===== src/rtl/mem_arb_pkg.sv =====
// mem_arb_pkg: shared types and constants for the memory port arbiter.
//   state_t      - arbiter FSM states
//   REQ_*        - requester index constants (fetch, data, debug)
//   ADDR_W/DATA_W- word address and data widths
//   TIMEOUT_DEF  - default wait limit for mem_ready
//   next_ptr()   - round-robin pointer following a one-hot winner
package mem_arb_pkg;

    localparam int NUM_REQ     = 3;
    localparam int ADDR_W      = 6;
    localparam int DATA_W      = 16;
    localparam int TIMEOUT_DEF = 15;

    localparam int REQ_FETCH = 0;
    localparam int REQ_DATA  = 1;
    localparam int REQ_DBG   = 2;

    typedef enum logic [1:0] {
        IDLE   = 2'd0,
        ACCESS = 2'd1,
        DONE   = 2'd2
    } state_t;

    // Search for the next grant starts one past the requester just served.
    function automatic logic [1:0] next_ptr(input logic [NUM_REQ-1:0] win);
        case (win)
            3'b001:  next_ptr = 2'd1;
            3'b010:  next_ptr = 2'd2;
            default: next_ptr = 2'd0;
        endcase
    endfunction

endpackage


===== src/rtl/mem_port_arbiter_pick.sv =====
// arb_pick: combinational winner selection for the memory port arbiter.
//   req [2:0] - active requests (bit0 fetch, bit1 data, bit2 debug)
//   ptr [1:0] - round-robin search start (only with MEM_ARB_RR_EN)
//   win [2:0] - one-hot winner, zero when no request is active
// Build option: MEM_ARB_RR_EN selects round-robin; otherwise fixed
// priority data > fetch > debug.
module arb_pick
    import mem_arb_pkg::*;
(
    input  logic [NUM_REQ-1:0] req,
`ifdef MEM_ARB_RR_EN
    input  logic [1:0]         ptr,
`endif
    output logic [NUM_REQ-1:0] win
);

`ifdef MEM_ARB_RR_EN
    always_comb begin
        win = '0;
        case (ptr)
            2'd1: begin
                if      (req[1]) win = 3'b010;
                else if (req[2]) win = 3'b100;
                else if (req[0]) win = 3'b001;
            end
            2'd2: begin
                if      (req[2]) win = 3'b100;
                else if (req[0]) win = 3'b001;
                else if (req[1]) win = 3'b010;
            end
            default: begin
                if      (req[0]) win = 3'b001;
                else if (req[1]) win = 3'b010;
                else if (req[2]) win = 3'b100;
            end
        endcase
    end
`else
    always_comb begin
        win = '0;
        if      (req[REQ_DATA])  win[REQ_DATA]  = 1'b1;
        else if (req[REQ_FETCH]) win[REQ_FETCH] = 1'b1;
        else if (req[REQ_DBG])   win[REQ_DBG]   = 1'b1;
    end
`endif

endmodule


===== src/rtl/mem_port_arbiter.sv =====
// mem_port_arbiter: shares one single-port memory between fetch, data and
// debug requesters. One access at a time: IDLE -> ACCESS -> DONE -> IDLE.
//   clk_main, reset        - clock, async active-low reset
//   req/req_we             - per-requester request and write enable
//   req_addr/req_wdata     - packed per-requester address and write data
//   gnt                    - one-hot grant held through ACCESS and DONE
//   done/err/rdata         - completion pulse, timeout flag, read data
//   mem_en/mem_we/mem_addr/mem_wdata - memory request
//   mem_rdata/mem_ready    - memory response (ready is a one-cycle pulse)
// Build option: MEM_ARB_RR_EN enables round-robin arbitration.
module mem_port_arbiter
    import mem_arb_pkg::*;
#(
    parameter int TIMEOUT = TIMEOUT_DEF
) (
    input  logic                        clk_main,
    input  logic                        reset,
    input  logic [NUM_REQ-1:0]          req,
    input  logic [NUM_REQ-1:0]          req_we,
    input  logic [NUM_REQ*ADDR_W-1:0]   req_addr,
    input  logic [NUM_REQ*DATA_W-1:0]   req_wdata,
    output logic [NUM_REQ-1:0]          gnt,
    output logic [NUM_REQ-1:0]          done,
    output logic                        err,
    output logic [DATA_W-1:0]           rdata,
    output logic                        mem_en,
    output logic                        mem_we,
    output logic [ADDR_W-1:0]           mem_addr,
    output logic [DATA_W-1:0]           mem_wdata,
    input  logic [DATA_W-1:0]           mem_rdata,
    input  logic                        mem_ready
);

    localparam logic [3:0] TO_LIM = 4'(TIMEOUT);

    state_t              state, state_nxt;
    logic [NUM_REQ-1:0]  gnt_r, win;
    logic [ADDR_W-1:0]   addr_r, addr_sel;
    logic [DATA_W-1:0]   wdata_r, wdata_sel, rdata_r;
    logic                we_r, we_sel, err_r;
    logic [3:0]          cnt, cnt_inc;

    assign cnt_inc = cnt + 4'd1;

`ifdef MEM_ARB_RR_EN
    logic [1:0] ptr;
    arb_pick u_pick (.req(req), .ptr(ptr), .win(win));
`else
    arb_pick u_pick (.req(req), .win(win));
`endif

    // Operands of the winning requester; fetch can never write.
    always_comb begin
        addr_sel  = '0;
        wdata_sel = '0;
        we_sel    = 1'b0;
        for (int i = 0; i < NUM_REQ; i++) begin
            if (win[i]) begin
                addr_sel  = req_addr[ADDR_W*i +: ADDR_W];
                wdata_sel = req_wdata[DATA_W*i +: DATA_W];
                we_sel    = (i != REQ_FETCH) && req_we[i];
            end
        end
    end

    // A ready in the cycle the counter would hit the limit wins over timeout.
    always_comb begin
        state_nxt = state;
        case (state)
            IDLE:    if (|req) state_nxt = ACCESS;
            ACCESS:  if (mem_ready || cnt_inc == TO_LIM) state_nxt = DONE;
            DONE:    state_nxt = IDLE;
            default: state_nxt = IDLE;
        endcase
    end

    always_ff @(posedge clk_main or negedge reset) begin
        if (!reset) begin
            state   <= IDLE;
            gnt_r   <= '0;
            addr_r  <= '0;
            wdata_r <= '0;
            we_r    <= 1'b0;
            cnt     <= '0;
            err_r   <= 1'b0;
            rdata_r <= '0;
`ifdef MEM_ARB_RR_EN
            ptr     <= '0;
`endif
        end else begin
            state <= state_nxt;
            case (state)
                IDLE: begin
                    if (|req) begin
                        gnt_r   <= win;
                        addr_r  <= addr_sel;
                        wdata_r <= wdata_sel;
                        we_r    <= we_sel;
                        cnt     <= '0;
`ifdef MEM_ARB_RR_EN
                        ptr     <= next_ptr(win);
`endif
                    end
                end
                ACCESS: begin
                    if (mem_ready) begin
                        rdata_r <= mem_rdata;
                    end else begin
                        cnt <= cnt_inc;
                        if (cnt_inc == TO_LIM) begin
                            err_r   <= 1'b1;
                            rdata_r <= '0;
                        end
                    end
                end
                DONE: begin
                    gnt_r <= '0;
                    err_r <= 1'b0;
                end
                default: ;
            endcase
        end
    end

    // Decoded from state so reset drops mem_en and gnt without a clock.
    assign gnt       = gnt_r;
    assign done      = (state == DONE) ? gnt_r : '0;
    assign err       = (state == DONE) && err_r;
    assign rdata     = rdata_r;
    assign mem_en    = (state == ACCESS);
    assign mem_we    = mem_en && we_r;
    assign mem_addr  = addr_r;
    assign mem_wdata = wdata_r;

endmodule


===== config.mk =====
export PLATFORM = sky130hd
export DESIGN_NAME = mem_port_arbiter
export DESIGN_NICKNAME = d
export VERILOG_FILES = /design/src/rtl/mem_arb_pkg.sv /design/src/rtl/mem_port_arbiter_pick.sv /design/src/rtl/mem_port_arbiter.sv
export SDC_FILE = /design/constraint.sdc
export NUM_CORES = 1
export LEC_CHECK = 0
export ABC_AREA = 0
export CAP_MARGIN = 5
export CORE_ASPECT_RATIO = 0.6
export CORE_MARGIN = 2
export CORE_UTILIZATION = 25
export DETAILED_ROUTE_END_ITERATION = 8
export GPL_TIMING_DRIVEN = 0
export SETUP_SLACK_MARGIN = 0.05
export SLEW_MARGIN = 5
export SYNTH_ARGS = -nofsm -noshare
export SYNTH_HDL_FRONTEND = slang
export SYNTH_SLANG_ARGS = --single-unit

===== constraint.sdc =====
create_clock -name clk_main -period 2.1 [get_ports clk_main]
set_input_delay 0.315 -clock clk_main [delete_from_list [all_inputs] [get_ports clk_main]]
set_output_delay 0.315 -clock clk_main [all_outputs]
set_load 0.02 [all_outputs]

==> results.md <==
* Htree depth at 2
* Slew Limit Fails at 0
* IO Port Bufs at 136
* First-pass GRT wire length at 13000 µm
* Post-CTS setup buffer count at 0
* CP Data Arrival Time at 2.12 ns
* Rows at 28
* Cell taking the most area after synthesis: dfrtp_1
* Worst Setup End Kind: register
* Layout cell share with drive strength beyond 1 at 8.46%
* Reg2reg end: state[0]
* # clock sinks at 49
* Area added between synthesis and finish at 66.7%
* ANT nets after route at 0
* Post-synth EDFFs at 0
* CTS clk-pin slew, worst paths at 0.07 ns
* RSZ-0062 raised after global routing: no
* Sequential share of the synthesized area at 48.0%
* Worst-case clock buffer depth at 2
* Setup slack, reg-to-reg at 0.16 ns
* Cell Pwr Density at 1270 mW/mm²
* Finished Cell Area at 0.00426 mm²
* Post-route setup slack at 0.161 ns
* Synth Instances at 244
* Flip-flop and latch count after synthesis at 49
* Crit path kind: register to register
* Min Tclk post-route at 1.94 ns
* Slew of the pin with the lowest slew margin at 0.613 ns
* Vias in the first global route at 2451
* GRT Overall Usage at 15.2%
* Skew final at 0.00428 ns
* CTS tree: built
* Filler Cells Inserted at 979
* Slowest stage cell on the critical path: or4b_4
* Leakage power at 1.74 nW
* Starting density of the core at 25.8%
* Post-DP HPWL at 6600 µm
* Library cells used by synthesis at 37
* Height of the die at 82.3 µm
* Drt wl/cell at 16.1 µm
* Placed inst area at 0.00410 mm²
* Yosys warns at 0
* Clock Tree Root: clkbuf_16
* Part of the cycle the worst path needs at 92.4%
* Achievable clock frequency at 516 MHz
* Max cap viols at 0
* Initial antenna violation count at 0
* Async set or reset register ratio after synthesis at 100%
* Die area at 0.0111 mm²
* First-pass DRT Iterations at 4
* Num CTS Buffers at 5
* CP cell instances: inv_1, ha_1, or4b_4, o221ai_2, mux2_4
* Remaining Overflow, GRT at 0
* Placer Congestion at 0.732
* Cell Area, Synth at 0.00255 mm²
* Worst path max stage delay at 0.55 ns
* WL final at 8470 µm
* Synth Flop Type: dfrtp_1
* Maximum VDD drop at 0.000487 V
* DR vias at 2478
* Iter 0 DRT Violations at 117
* Final setup violation count at 0
* DRC at 0
* Final Hold Vio Count at 0
* Number of nets produced by synthesis at 341
* Synth Area per Inst at 10.5 µm²
* Chip width at 135 µm
* N_diodes at 0
* Crit-path max FO at 7
* Fin Hold WS at 0.479 ns
* Final net count at 486
* Slew HR at 59.1%
* Share of the synthesized area in the top cell type at 48.0%
* Worst r2r src: state[1]
* Outcome: completed
* Worst Setup Start Kind: register
* Synth area leaders: dfrtp_1, a221oi_1, o31ai_1
* I/O Pins at 138
* Critical path data required time at 2.28 ns
* Via density at 4.72
* Worst skew pair latency at 0.29 ns
* Core Region at 0.00991 mm²
* Largest net degree at the start of global routing at 35
* Worst Reg-to-Reg Cells at 5
* Min-delay worst type: primary input to async pin
* Placement Setup Slack at -0.0241 ns
-- state kept, by name, indices dropped and copies added, names as in the netlist --
name       count
cnt            4
err_r          1
gnt            3
mem_addr       6
mem_wdata     16
rdata         16
state          2
we_r           1
-- synthesized netlist by cell type (2+ instances only) --
cell type and number:
o21ai_0 9, inv_1 6, a22o_1 16, ha_1 6
dfrtp_1 49, nand3_1 2, a21oi_1 2, buf_2 10
nand2b_1 5, o31ai_1 25, nor2b_1 23, nand2_1 29
a22oi_1 2, and2_1 7, clkbuf_1 6, nor2_1 3
a221oi_1 22, o21ai_1 2, nand3b_1 2
-- logic make-up after synthesis --
logic type	Yosys count	share of synthesized area, %
AND/OR/NAND/NOR	76	16.1
flip-flops	49	48.0
AO/OA/AOI/OAI	86	27.2
buffers and inverters	24	4.31
adder cells (fa/ha/maj)	6	2.94
multiplexers	3	1.42
-- worst max-delay path by stage --
| stage | from | end | slack, ns | depth (start not counted) |
|---|---|---|---|---|
| finish | state[1] | state[0] | 0.16 | 5 |
| global route | state[0] | state[0] | 0.06 | 5 |
| CTS | state[1] | mem_we | 0.05 | 5 |
| detailed placement | req[0] | mem_wdata[9] | -0.02 | 5 |
| global placement | reset | mem_wdata[3] | -0.84 | 1 |
| floorplan | state[1] | state[0] | 0.31 | 7 |
-- power breakdown --
part	switching (W)	internal, W
sequential	0.000268	0.00139
combinational	0.00152	0.00140
clock	0.000364	0.000475
total	0.00215	0.00327
-- timing repair --
| item | 4_1_cts | 5_1_grt |
|---|---|---|
| endpoints found under the hold margin | 15 | 0 |
| hold buffers | 1 | 0 |
| setup endpoints to repair | 5 | 2 |
| resized for setup | 6 | 3 |
-- layout by cell type (no fill, tap or decap), drive strengths merged, types with 7 or more instances in the layout --
cell / synthesis / final
a221oi: 22 / 22
a22o: 16 / 16
and2: 7 / 7
buf: 12 / 13
clkbuf: 6 / 14
clkdlybuf4s50: 0 / 130
dfrtp: 49 / 49
nand2: 29 / 29
nor2b: 24 / 24
o21ai: 12 / 12
o31ai: 26 / 26
-- area by class of cell --
| class | instances | area, µm² | area share (%) |
|---|---|---|---|
| Clock buffer | 6 | 139 | 3.26 |
| Sequential cell | 49 | 1230 | 28.8 |
| Inverter | 6 | 22.5 | 0.529 |
| Clock inverter | 2 | 13.8 | 0.323 |
| Multi-Input combinational cell | 171 | 1220 | 28.7 |
| Timing Repair Buffer | 138 | 1380 | 32.3 |
| Buffer | 18 | 90.1 | 2.12 |
| Tap cell | 135 | 169 | 3.97 |
-- stage by stage --
step	TNS, ns	std cells	power (W)	util [%]
6_report	0	525	0.00542	42.9
2_1_floorplan	0	244	0.00325	-
3_5_place_dp	-0.0241	516	0.00463	41.4
3_3_place_gp	-41.09	515	0.00458	41.2
5_1_grt	0	525	0.00583	42.9
4_1_cts	0	525	0.00549	43.0
-- worst max-delay path, delay by kind of cell, from the launching register on --
kind	cells	cell delay [ns]
fa+ha+maj	1	0.36
flops	1	0.38
mux	1	0.32
buf+inv	1	0.12
compound gates	1	0.10
simple gates	1	0.55
-- metal layers --
layer  vias to the layer above  share of wire, %  track usage, %
met2                        73                43            22.0
met4                         0              0.22            3.47
li1                       1195                 -               -
met3                         2               5.8            3.24
met5                         -                 0               0
met1                      1208                51            23.0
Power figures use the tool's default switching activity.
